**config.mk**
```make
export PLATFORM = sky130hd
export DESIGN_NAME = cache_arbiter_flat
export DESIGN_NICKNAME = d
export VERILOG_FILES = /design/src/rtl/cache_arbiter_if.sv /design/src/rtl/cache_arbiter.sv /design/src/flat_wrapper.sv
export SDC_FILE = /design/constraint.sdc
export NUM_CORES = 1
export LEC_CHECK = 0
export ABC_AREA = 1
export ABC_CLOCK_PERIOD_IN_PS = 5100
export CORE_AREA = 2 2 324 326
export CTS_CLUSTER_DIAMETER = 120
export CTS_CLUSTER_SIZE = 24
export DETAILED_ROUTE_END_ITERATION = 8
export DIE_AREA = 0 0 326 328
export GPL_TIMING_DRIVEN = 0
export PLACE_DENSITY_LB_ADDON = 0.25
export REMOVE_ABC_BUFFERS = 1
export SYNTH_ARGS = -nofsm -noshare
export SYNTH_HDL_FRONTEND = slang
export SYNTH_SLANG_ARGS = --single-unit
export TNS_END_PERCENT = 5
```
**constraint.sdc**
```tcl
create_clock -name clk -period 5.1 [get_ports clk]
set_clock_uncertainty 0.15 [all_clocks]
set_input_delay 0.51 -clock clk [delete_from_list [all_inputs] [get_ports clk]]
set_output_delay 0.51 -clock clk [all_outputs]
set_load 0.05 [all_outputs]
```
**src/rtl/cache_arbiter_if.sv**
```systemverilog
// cache_arbiter_if
//   One cache-style physical-memory port: 128-bit line, 16-bit line address.
//   Used three times around the arbiter: the I-cache port, the D-cache port
//   and the shared memory port.
//   master : drives read, write, address, wdata; receives rdata, resp
//   slave  : receives read, write, address, wdata; drives rdata, resp
interface cache_arbiter_if;
    logic         read;
    logic         write;
    logic [15:0]  address;
    logic [127:0] wdata;
    logic [127:0] rdata;
    logic         resp;

    modport master (output read, write, address, wdata, input rdata, resp);
    modport slave  (input read, write, address, wdata, output rdata, resp);
endinterface

```
**src/rtl/cache_arbiter.sv**
```systemverilog
// cache_arbiter
//   Shares the single physical-memory port between the I-cache and the
//   D-cache. One requester is granted at a time, ties are broken round-robin,
//   the winner's request is registered onto the memory port and the memory
//   response is routed back to the granted cache only.
// Ports
//   clk    : system clock
//   reset  : asynchronous, active-high
//   i_pmem : I-cache side (slave)
//   d_pmem : D-cache side (slave)
//   mem    : physical-memory side (master), strobes/address/wdata registered
module cache_arbiter (
    input  logic                   clk,
    input  logic                   reset,
    cache_arbiter_if.slave         i_pmem,
    cache_arbiter_if.slave         d_pmem,
    cache_arbiter_if.master        mem
);

    typedef enum logic [1:0] {
        IDLE    = 2'd0,
        SERVE_I = 2'd1,
        SERVE_D = 2'd2
    } state_t;

    typedef struct packed {
        logic         read;
        logic         write;
        logic [15:0]  address;
        logic [127:0] wdata;
    } pmem_req_t;

    state_t    state, state_next;
    logic      last_grant_d;     // 1: D was granted most recently
    logic      grant_i, grant_d;
    logic      i_req, d_req;
    pmem_req_t i_req_s, d_req_s, port_q;

    assign i_req   = i_pmem.read | i_pmem.write;
    assign d_req   = d_pmem.read | d_pmem.write;
    assign i_req_s = '{i_pmem.read, i_pmem.write, i_pmem.address, i_pmem.wdata};
    assign d_req_s = '{d_pmem.read, d_pmem.write, d_pmem.address, d_pmem.wdata};

    // Next state and grant decode. On a tie the requester that was not
    // granted last wins; last_grant resets to D so I wins the first tie.
    always_comb begin
        state_next = state;
        grant_i    = 1'b0;
        grant_d    = 1'b0;
        unique case (state)
            IDLE: begin
                if (i_req && (!d_req || last_grant_d)) begin
                    grant_i    = 1'b1;
                    state_next = SERVE_I;
                end else if (d_req) begin
                    grant_d    = 1'b1;
                    state_next = SERVE_D;
                end
            end
            // The grant is held until memory answers, even if the requester
            // drops its request early.
            SERVE_I: if (mem.resp) state_next = IDLE;
            SERVE_D: if (mem.resp) state_next = IDLE;
            default: state_next = IDLE;
        endcase
    end

    always_ff @(posedge clk or posedge reset) begin
        if (reset) begin
            state        <= IDLE;
            last_grant_d <= 1'b1;
        end else begin
            state <= state_next;
            if (grant_i) last_grant_d <= 1'b0;
            if (grant_d) last_grant_d <= 1'b1;
        end
    end

    // Memory-port registers. Strobes clear on the response edge; address and
    // wdata stay put until the next grant.
    always_ff @(posedge clk or posedge reset) begin
        if (reset) begin
            port_q <= '0;
        end else if (grant_i) begin
            port_q <= i_req_s;
        end else if (grant_d) begin
            port_q <= d_req_s;
        end else if (state != IDLE && mem.resp) begin
            port_q.read  <= 1'b0;
            port_q.write <= 1'b0;
        end
    end

    assign mem.read    = port_q.read;
    assign mem.write   = port_q.write;
    assign mem.address = port_q.address;
    assign mem.wdata   = port_q.wdata;

    // Response goes only to the granted cache; a response in IDLE is a
    // stray and is dropped. Read data is broadcast, resp qualifies it.
    assign i_pmem.resp  = (state == SERVE_I) & mem.resp;
    assign d_pmem.resp  = (state == SERVE_D) & mem.resp;
    assign i_pmem.rdata = mem.rdata;
    assign d_pmem.rdata = mem.rdata;

endmodule

```
**src/flat_wrapper.sv**
```systemverilog
// flat-port wrapper written by rule: the top's interface ports become plain ports
module cache_arbiter_flat 
  (clk, reset, i_pmem_read, i_pmem_write, i_pmem_address, i_pmem_wdata, i_pmem_rdata, i_pmem_resp, d_pmem_read, d_pmem_write, d_pmem_address, d_pmem_wdata, d_pmem_rdata, d_pmem_resp, mem_read, mem_write, mem_address, mem_wdata, mem_rdata, mem_resp);
  cache_arbiter_if i_pmem_i ();
  cache_arbiter_if d_pmem_i ();
  cache_arbiter_if mem_i ();
  input  logic clk;
  input  logic reset;
  input wire logic [$bits(i_pmem_i.read)-1:0] i_pmem_read;
  input wire logic [$bits(i_pmem_i.write)-1:0] i_pmem_write;
  input wire logic [$bits(i_pmem_i.address)-1:0] i_pmem_address;
  input wire logic [$bits(i_pmem_i.wdata)-1:0] i_pmem_wdata;
  output wire logic [$bits(i_pmem_i.rdata)-1:0] i_pmem_rdata;
  output wire logic [$bits(i_pmem_i.resp)-1:0] i_pmem_resp;
  input wire logic [$bits(d_pmem_i.read)-1:0] d_pmem_read;
  input wire logic [$bits(d_pmem_i.write)-1:0] d_pmem_write;
  input wire logic [$bits(d_pmem_i.address)-1:0] d_pmem_address;
  input wire logic [$bits(d_pmem_i.wdata)-1:0] d_pmem_wdata;
  output wire logic [$bits(d_pmem_i.rdata)-1:0] d_pmem_rdata;
  output wire logic [$bits(d_pmem_i.resp)-1:0] d_pmem_resp;
  output wire logic [$bits(mem_i.read)-1:0] mem_read;
  output wire logic [$bits(mem_i.write)-1:0] mem_write;
  output wire logic [$bits(mem_i.address)-1:0] mem_address;
  output wire logic [$bits(mem_i.wdata)-1:0] mem_wdata;
  input wire logic [$bits(mem_i.rdata)-1:0] mem_rdata;
  input wire logic [$bits(mem_i.resp)-1:0] mem_resp;
  assign i_pmem_i.read = i_pmem_read;
  assign i_pmem_i.write = i_pmem_write;
  assign i_pmem_i.address = i_pmem_address;
  assign i_pmem_i.wdata = i_pmem_wdata;
  assign i_pmem_rdata = i_pmem_i.rdata;
  assign i_pmem_resp = i_pmem_i.resp;
  assign d_pmem_i.read = d_pmem_read;
  assign d_pmem_i.write = d_pmem_write;
  assign d_pmem_i.address = d_pmem_address;
  assign d_pmem_i.wdata = d_pmem_wdata;
  assign d_pmem_rdata = d_pmem_i.rdata;
  assign d_pmem_resp = d_pmem_i.resp;
  assign mem_read = mem_i.read;
  assign mem_write = mem_i.write;
  assign mem_address = mem_i.address;
  assign mem_wdata = mem_i.wdata;
  assign mem_i.rdata = mem_rdata;
  assign mem_i.resp = mem_resp;
  cache_arbiter u_core (.clk(clk), .reset(reset), .i_pmem(i_pmem_i), .d_pmem(d_pmem_i), .mem(mem_i));
endmodule
```
* Word level (Yosys, flattened, before mapping)
Cells that the tools add are included.
Storage, ports and cells: register bits after elaboration 149, bits in latches 0, input port bits 423, RAM bits 0, ROM bits 0, memories kept 0
Cells by class: $mul 0, shift-type cells 0, $lt $le $gt $ge 0, reduce and logical (&&, ||, !) cells 10, div/mod/pow operators 0, eq/ne operators 4, bitwise operators 4, mux-type cells 15, $add $sub $neg 0
Operators by type and width (count):
- two-way mux 146 bit | 1
- two-way mux 144 bit | 1
- two-way mux 2 bit | 5
- two-way mux 1 bit | 7
- case mux 2 bit (2 select lines) | 1
- nonzero test 2 bit | 2
- != test 3 x 1 -> 1 bit, second input constant | 1
- nonzero test 3 bit | 1
- AND 1 bit | 2
- equality test 2 x 1 -> 1 bit, second input constant | 1
- equality test 2 bit, second input constant | 1
- logical AND 1 bit | 2
- zero test 2 bit | 1
- != test 2 x 1 -> 1 bit, second input constant | 1
- OR 1 bit | 2
- AND reduction 2 bit | 1
- OR reduction 2 bit | 1
- zero test 1 bit | 1
- logical OR 1 bit | 1

* Longest topological paths before layout
Gate-level depths: netlist of the first run.
depth in word-level cells 8, mapped depth 10, depth with buffers taken out 8

* Least setup slack after synthesis of the first run
No wires, ideal clock.
kind reg2reg, start point register u_core.state[0], end point register u_core.port_q (netlist bit u_core.mem.wdata[52]), cell stages (with the launch flop) 11, slack 3.242 ns, path buffers 2, library setup time 0.069 ns, arrival time 1.639 ns, required time 4.881 ns, path through dfrtp_1 > inv_1 > ha_1 > inv_2 > nor2_1 > inv_2 > a21oi_4 > buf_4 > buf_2 > nand2_1 > nand3_1
Between the ends: word-level cells in the longest chain between the ends 3, elaborated cells between the ends (all ways) 5
Ends and longest elaborated chain:
- from (decl) | RTL line cache_arbiter.sv:33 | state_t state, state_next;
- from (signal assigned) | RTL line cache_arbiter.sv:73 | state <= state_next;
- zero test 2 bit * | RTL line cache_arbiter.sv:50 | unique case (state)
- two-way mux 1 bit | RTL line cache_arbiter.sv:50
- two-way mux 146 bit / nonzero test 2 bit (equally long branches)
- to (signal assigned) | RTL line cache_arbiter.sv:85 | port_q <= i_req_s;
- to (signal assigned) | RTL line cache_arbiter.sv:87 | port_q <= d_req_s;
- to (decl) | RTL line cache_arbiter.sv:37 | pmem_req_t i_req_s, d_req_s, port_q;
Every way passes the cells marked *; elsewhere a longest branch is shown, timed or not. A chain may end at the register's enable or synchronous reset.

* Worst setup path after layout of the first run
start point input i_pmem_read, end point register u_core.port_q (netlist bit u_core.mem.wdata[35])
Between the ends: word-level cells in the longest chain between the ends 5, elaborated cells between the ends (all ways) 8
Ends and longest elaborated chain:
- from (decl) | RTL line flat_wrapper.sv:9 | input wire logic [$bits(i_pmem_i.read)-1:0] i_pmem_read;
- OR 1 bit * | RTL line cache_arbiter.sv:39 | assign i_req = i_pmem.read | i_pmem.write;
- logical AND 1 bit * | RTL line cache_arbiter.sv:52 | if (i_req && (!d_req || last_grant_d)) begin
- two-way mux 1 bit | RTL line cache_arbiter.sv:52
- two-way mux 1 bit | RTL line cache_arbiter.sv:50
- two-way mux 146 bit / nonzero test 2 bit (equally long branches)
Marked as above.

==> results of run 1 <==
==> per-layer routing <==
metal  part of all wire  GRT usage  up-vias  routed length (um)
li1                   -          -     3582                   -
met1               0.33      0.153     4139               30400
met2               0.39      0.228     1109               35700
met3               0.25      0.208       84               23100
met4              0.014     0.0354       28                1330
met5              0.017      0.128        -                1600
==> worst paths after layout <==
| path | startpoint | to | slack, ns | cells past startpoint |
|---|---|---|---|---|
| setup reg to reg | u_core.state[0] | u_core.mem.wdata[35] | 1.58 | 9 |
| min in group clk | u_core.mem.write | u_core.mem.write | 0.34 | 2 |
| hold / removal | reset | u_core.mem.wdata[19] | 0.31 | 2 |
| setup / recovery | i_pmem_read | u_core.mem.wdata[35] | 1.48 | 9 |
| max in group asynchronous | reset | u_core.mem.wdata[90] | 3.58 | 3 |
| hold reg to reg | u_core.mem.write | u_core.mem.write | 0.34 | 2 |
==> logic make-up (layout without fill, tap and decap cells) <==
kind of cell	Yosys count	in the layout	share of synthesized area
AND/OR/NAND/NOR	604	604	0.304
buffers and inverters	331	497	0.259
adder cells (fa/ha/maj)	3	3	0.00432
flip-flops	149	149	0.429
AO/OA/AOI/OAI	3	3	0.00346
other	0	3	0
==> critical path, stage by stage <==
cell and delay [ns]:
clkdlybuf4s50_1 0.50, or2_0 0.40, nand3_4 0.48, buf_16 0.40, buf_16 0.22, inv_6 0.45, buf_16 0.40, nand2_1 0.28
nand3_1 0.15
==> power groups by stage <==
stage          Sequential (uW)  Combinational (uW)  Clock [uW]
2_1_floorplan             3940                1330           0
3_3_place_gp              2060                5560           0
3_5_place_dp              2080                5710           0
4_1_cts                   2070                5740        1430
5_1_grt                   2150                5980        1450
6_report                  2070                5610        1340
==> metrics by stage <==
step                power, uW  worst slack, ns  std cells
floorplan                5280            -1.00        772
detailed placement       7800            0.891       2604
CTS                      9240             1.46       2636
global placement         7620            -7.98       2594
global route             9580             1.33       2637
finish                   9020             1.48       2639
==> registers in the layout, indices dropped and copies added, names as in the netlist <==
register and flops:
u_core.mem.wdata 128, u_core.mem.address 16, u_core.mem.write 1, u_core.state 2, u_core.last_grant_d 1, u_core.mem.read 1
==> cell usage after synthesis <==
cell,n
nor2_1,2
inv_1,10
nand2_1,307
buf_1,20
buf_4,259
buf_6,1
dfrtp_1,148
o21ai_0,1
ha_1,3
buf_2,22
a21oi_4,1
nand3_1,292
clkbuf_1,16
o21ai_2,1
inv_2,3
nand4_1,2
dfstp_2,1
or2_0,1
==> cell type report <==
type                    count  area [um2]  share of cell area
clock buffers              22         464              0.0344
inverters                  13        66.3             0.00492
flip-flops and latches    149        3730               0.277
repair buffers            452        4680               0.347
clock inverters            10        97.6             0.00723
diodes                      3        7.51            0.000557
multi-input cells         610        2720               0.202
well taps                1380        1730               0.128
==> flow_summary.ini, run 1 <==
[floorplan]
start_util = 0.0842
core_mm2 = 0.103
die-width_um = 326
die_h_um = 328
row_count = 118
dieArea_mm2 = 0.107
io_pins = 827

[worst_setup_path]
cp_data_required_time_ns = 5.42
cp.arrival_ns = 3.94
worst-setup-path-type = input port to register
start_kind = input port
critPathMaxFanout = 89
cp-end-kind = register

[grt]
grt_pass1_vias = 8877
grt_overflow = 0
grt_max_degree = 90
grt_pass1_wl_mm = 114
antenna_found_initial = 6
grtUsageTotal = 0.170

[final_layout]
postLayoutCoreUtil = 0.131
n_fill_cell = 11800
syn2layout_area_growth_pct = 55.3
nets = 1669
drive_above_1_share = 0.0374
layout_common_cells = clkdlybuf4s50_1 (442), nand2_1 (307), nand3_1 (291)
mostFrequentLayoutCell = clkdlybuf4s50_1
stdcell_area_mm2 = 0.0135

[clock_tree]
path_clk_slew_ns = 0.09
htreeDepth = 4
numCtsBuffers = 17
root_buffer = clkbuf_16
cts_hold_buf = 0
cts_setup_buffers = 0
worst_skew_pair.late_latency_ns = 0.49
cts_tree = done
cts_sinks = 149
clockBufferDepth = 2
cts_resized = 0

[sta]
final-setup-viol-count = 0
drv_slew = 0
tightestPinTransition_ns = 1.01
fin_crit_sh = 0.710
max_slew_margin = 0.324
timing.fmax_ghz = 0.276
rsz0062_at_grt = false
hold_viol = 0
hold_ws_ns = 0.309
finalCriticalPeriod_ns = 3.62
setup_tns_ns = 0

[power_and_ir_drop]
p_leak_uw = 0.00529
p_sw_frac = 0.539
p_int_uw = 4160
power.switching_uw = 4860
powerDensity_mw_per_mm2 = 669
combinationalPowerShare = 0.622
p_seq_frac = 0.230
peakVddDrop_mv = 0.364
power.share.clock = 0.148

[placement]
placed_cell_area_mm2 = 0.0129
gp_congestion = 0.880
port_buffers = 442
dp_hpwl_mm = 76.1

[logic_synthesis]
yosysSeqAreaShare = 0.429
netlist_area_mm2 = 0.00869
ys_seq_elements = 149
synth_cell_types = 18
yosys-top-cells-area = dfrtp_1 (43%), buf_4 (22%), nand3_1 (17%)
syn_avg_cell_area_um2 = 7.97
netlist.top_cell.by_area = dfrtp_1
ys_warn_count = 0
synthCells = 1090
synth_top_area_share = 0.426

[detailed_routing]
vias = 8942
drc = 0
avgRoutedWirePerCell_um = 34.9
drt_iter0_drc = 673
via_per_inst = 3.39
ant_nets = 0
drt_pass1_iterations = 5
wl_mm = 92.2

[hold_path]
hp-class = input port to asynchronous set/reset pin

[run]
drv_cap = 0

[run_status]
status = completed
Note: power is estimated with default switching activity, not from simulation.
==> run 2: changes to the inputs <==
Settings changed: ABC_CLOCK_PERIOD_IN_PS 5100 to 3500.
Clock period 5.1 ns to 3.5 ns, I/O delays scaled along.
==> run 2 against run 1 <==
Global-route usage is the same. Via count grew 0.36%. Core utilization is essentially flat. Critical path depth is the same. Final cell count is essentially flat. Setup slack lost 1.3 ns. Die area is the same. Flip-flop and latch count is the same.
==> flow_summary.ini, run 2 (same netlist as run 1, synthesis figures left out) <==
[worst_setup_path]
r2r-end = u_core.mem.wdata[35]
cp_top_family = buffers and inverters
rr_worst_depth = 9
cp_slowest_cell = clkdlybuf4s50_1
critPathMaxFanout = 89
cpPeakStageDelay_ns = 0.50
critical_path.cell_chain = clkdlybuf4s50_1 > or2_1 > nand3_4 > buf_16 > buf_16 > inv_8 > buf_16 > nand2_1 > nand3_1
cp.arrival_ns = 3.64
cp.depth = 9
critPathCapture = u_core.mem.wdata[35]
crit_start = i_pmem_read
cp_common_cell = buf_16
cp-end-kind = register
worst-setup-path-type = input port to register
r2r_start = u_core.state[0]
cp_data_required_time_ns = 3.82
start_kind = input port
reg2reg_slack_ns = 0.21
critPathBufInv = 5

[clock_tree]
numCtsBuffers = 17
clockBufferDepth = 2
root_buffer = clkbuf_16
worst_skew_pair.late_latency_ns = 0.49
path_clk_slew_ns = 0.09
cts_tree = done
cts_sinks = 149
htreeDepth = 4

[power_and_ir_drop]
p_total_uw = 13200
powerDensity_mw_per_mm2 = 978
p_leak_uw = 0.00530
peakVddDrop_mv = 0.514

[grt]
grt_pass1_vias = 8877
grt_max_degree = 90
grt_overflow = 0
grt_pass1_wl_mm = 114
grtUsageTotal = 0.170
antenna_found_initial = 6

[placement]
dp_hpwl_mm = 76.1
port_buffers = 442
gp_congestion = 0.880
placed_cell_area_mm2 = 0.0129

[sta]
timing.fmax_ghz = 0.301
finalCriticalPeriod_ns = 3.32
rsz0062_at_grt = false
final-setup-viol-count = 0
drv_slew = 0
tightestPinTransition_ns = 0.996
hold_viol = 0
max_slew_margin = 0.334
fin_crit_sh = 0.949
hold_ws_ns = 0.148

[run]
drv_cap = 0

[detailed_routing]
drt_pass1_iterations = 5
vias = 8974
drt_iter0_drc = 734
ant_nets = 0
avgRoutedWirePerCell_um = 35.2
via_per_inst = 3.40
drc = 0
wl_mm = 92.9

[final_layout]
multi_input_area_mm2 = 0.00274
n_fill_cell = 11800
mostFrequentLayoutCell = clkdlybuf4s50_1
stdcell_area_mm2 = 0.0135
nets = 1670
layout_common_cells = clkdlybuf4s50_1 (442), nand2_1 (307), nand3_1 (291)
seq_area_mm2 = 0.00373
largest_register_ffs = 128
syn2layout_area_growth_pct = 55.5
drive_above_1_share = 0.0390

[floorplan]
dieArea_mm2 = 0.107
start_util = 0.0842
core_mm2 = 0.103
die-width_um = 326
io_pins = 827
die_h_um = 328
row_count = 118

[hold_path]
hp-class = input port to asynchronous set/reset pin

[run_status]
status = completed
-- run 2: cell count changes in the layout (fill, tap and decap cells not counted), sizes merged --
cell / previous run / this run
nand3: 292 / 293
-- run 2: layout make-up --
type | count | share of cell area
diodes | 3 | 0.000556
repair buffers | 452 | 0.346
inverters | 13 | 0.00509
multi-input cells | 611 | 0.203
well taps | 1380 | 0.128
flip-flops and latches | 149 | 0.276
clock buffers | 22 | 0.0344
clock inverters | 10 | 0.00722
-- run 2: through the flow --
| step | cells | setup TNS (ns) | worst slack [ns] | utilization |
|---|---|---|---|---|
| 3_3_place_gp | 2594 | -1982.20 | -9.47 | 0.122 |
| 3_5_place_dp | 2604 | -30.59 | -0.549 | 0.125 |
| 4_1_cts | 2636 | 0 | 0.0124 | 0.131 |
| 5_1_grt | 2638 | 0 | 0.0225 | 0.131 |
| 6_report | 2640 | 0 | 0.177 | 0.131 |
| 2_1_floorplan | 772 | -514.44 | -2.52 | - |
-- run 2: what timing repair did --
action,4_1_cts,5_1_grt
endpoints found under the setup margin,4,3
setup buffers,0,0
gates cloned,0,1
gates resized for setup,1,3
hold buffers,0,0
-- run 2: power breakdown --
part / total, uW / internal (uW) / switching [uW]
clock: 1950 / 1020 / 935
sequential: 3020 / 2550 / 467
combinational: 8250 / 2500 / 5740
total: 13200 / 6070 / 7150
-- run 2: worst min-delay path by stage --
stage	endpoint	cells past startpoint	slack, ns
floorplan	u_core.state[1]	2	0.32
global placement	u_core.mem.write	2	0.32
detailed placement	u_core.mem.write	2	0.32
CTS	u_core.mem.wdata[31]	2	0.15
global route	u_core.mem.wdata[19]	2	0.16
finish	u_core.mem.wdata[19]	2	0.15
-- run 2: layer usage --
metal,routed length (um),vias to the layer above,global-route usage
li1,-,3582,-
met1,30500,4167,0.153
met2,36000,1113,0.228
met3,23300,82,0.208
met4,1380,30,0.0354
met5,1710,-,0.128
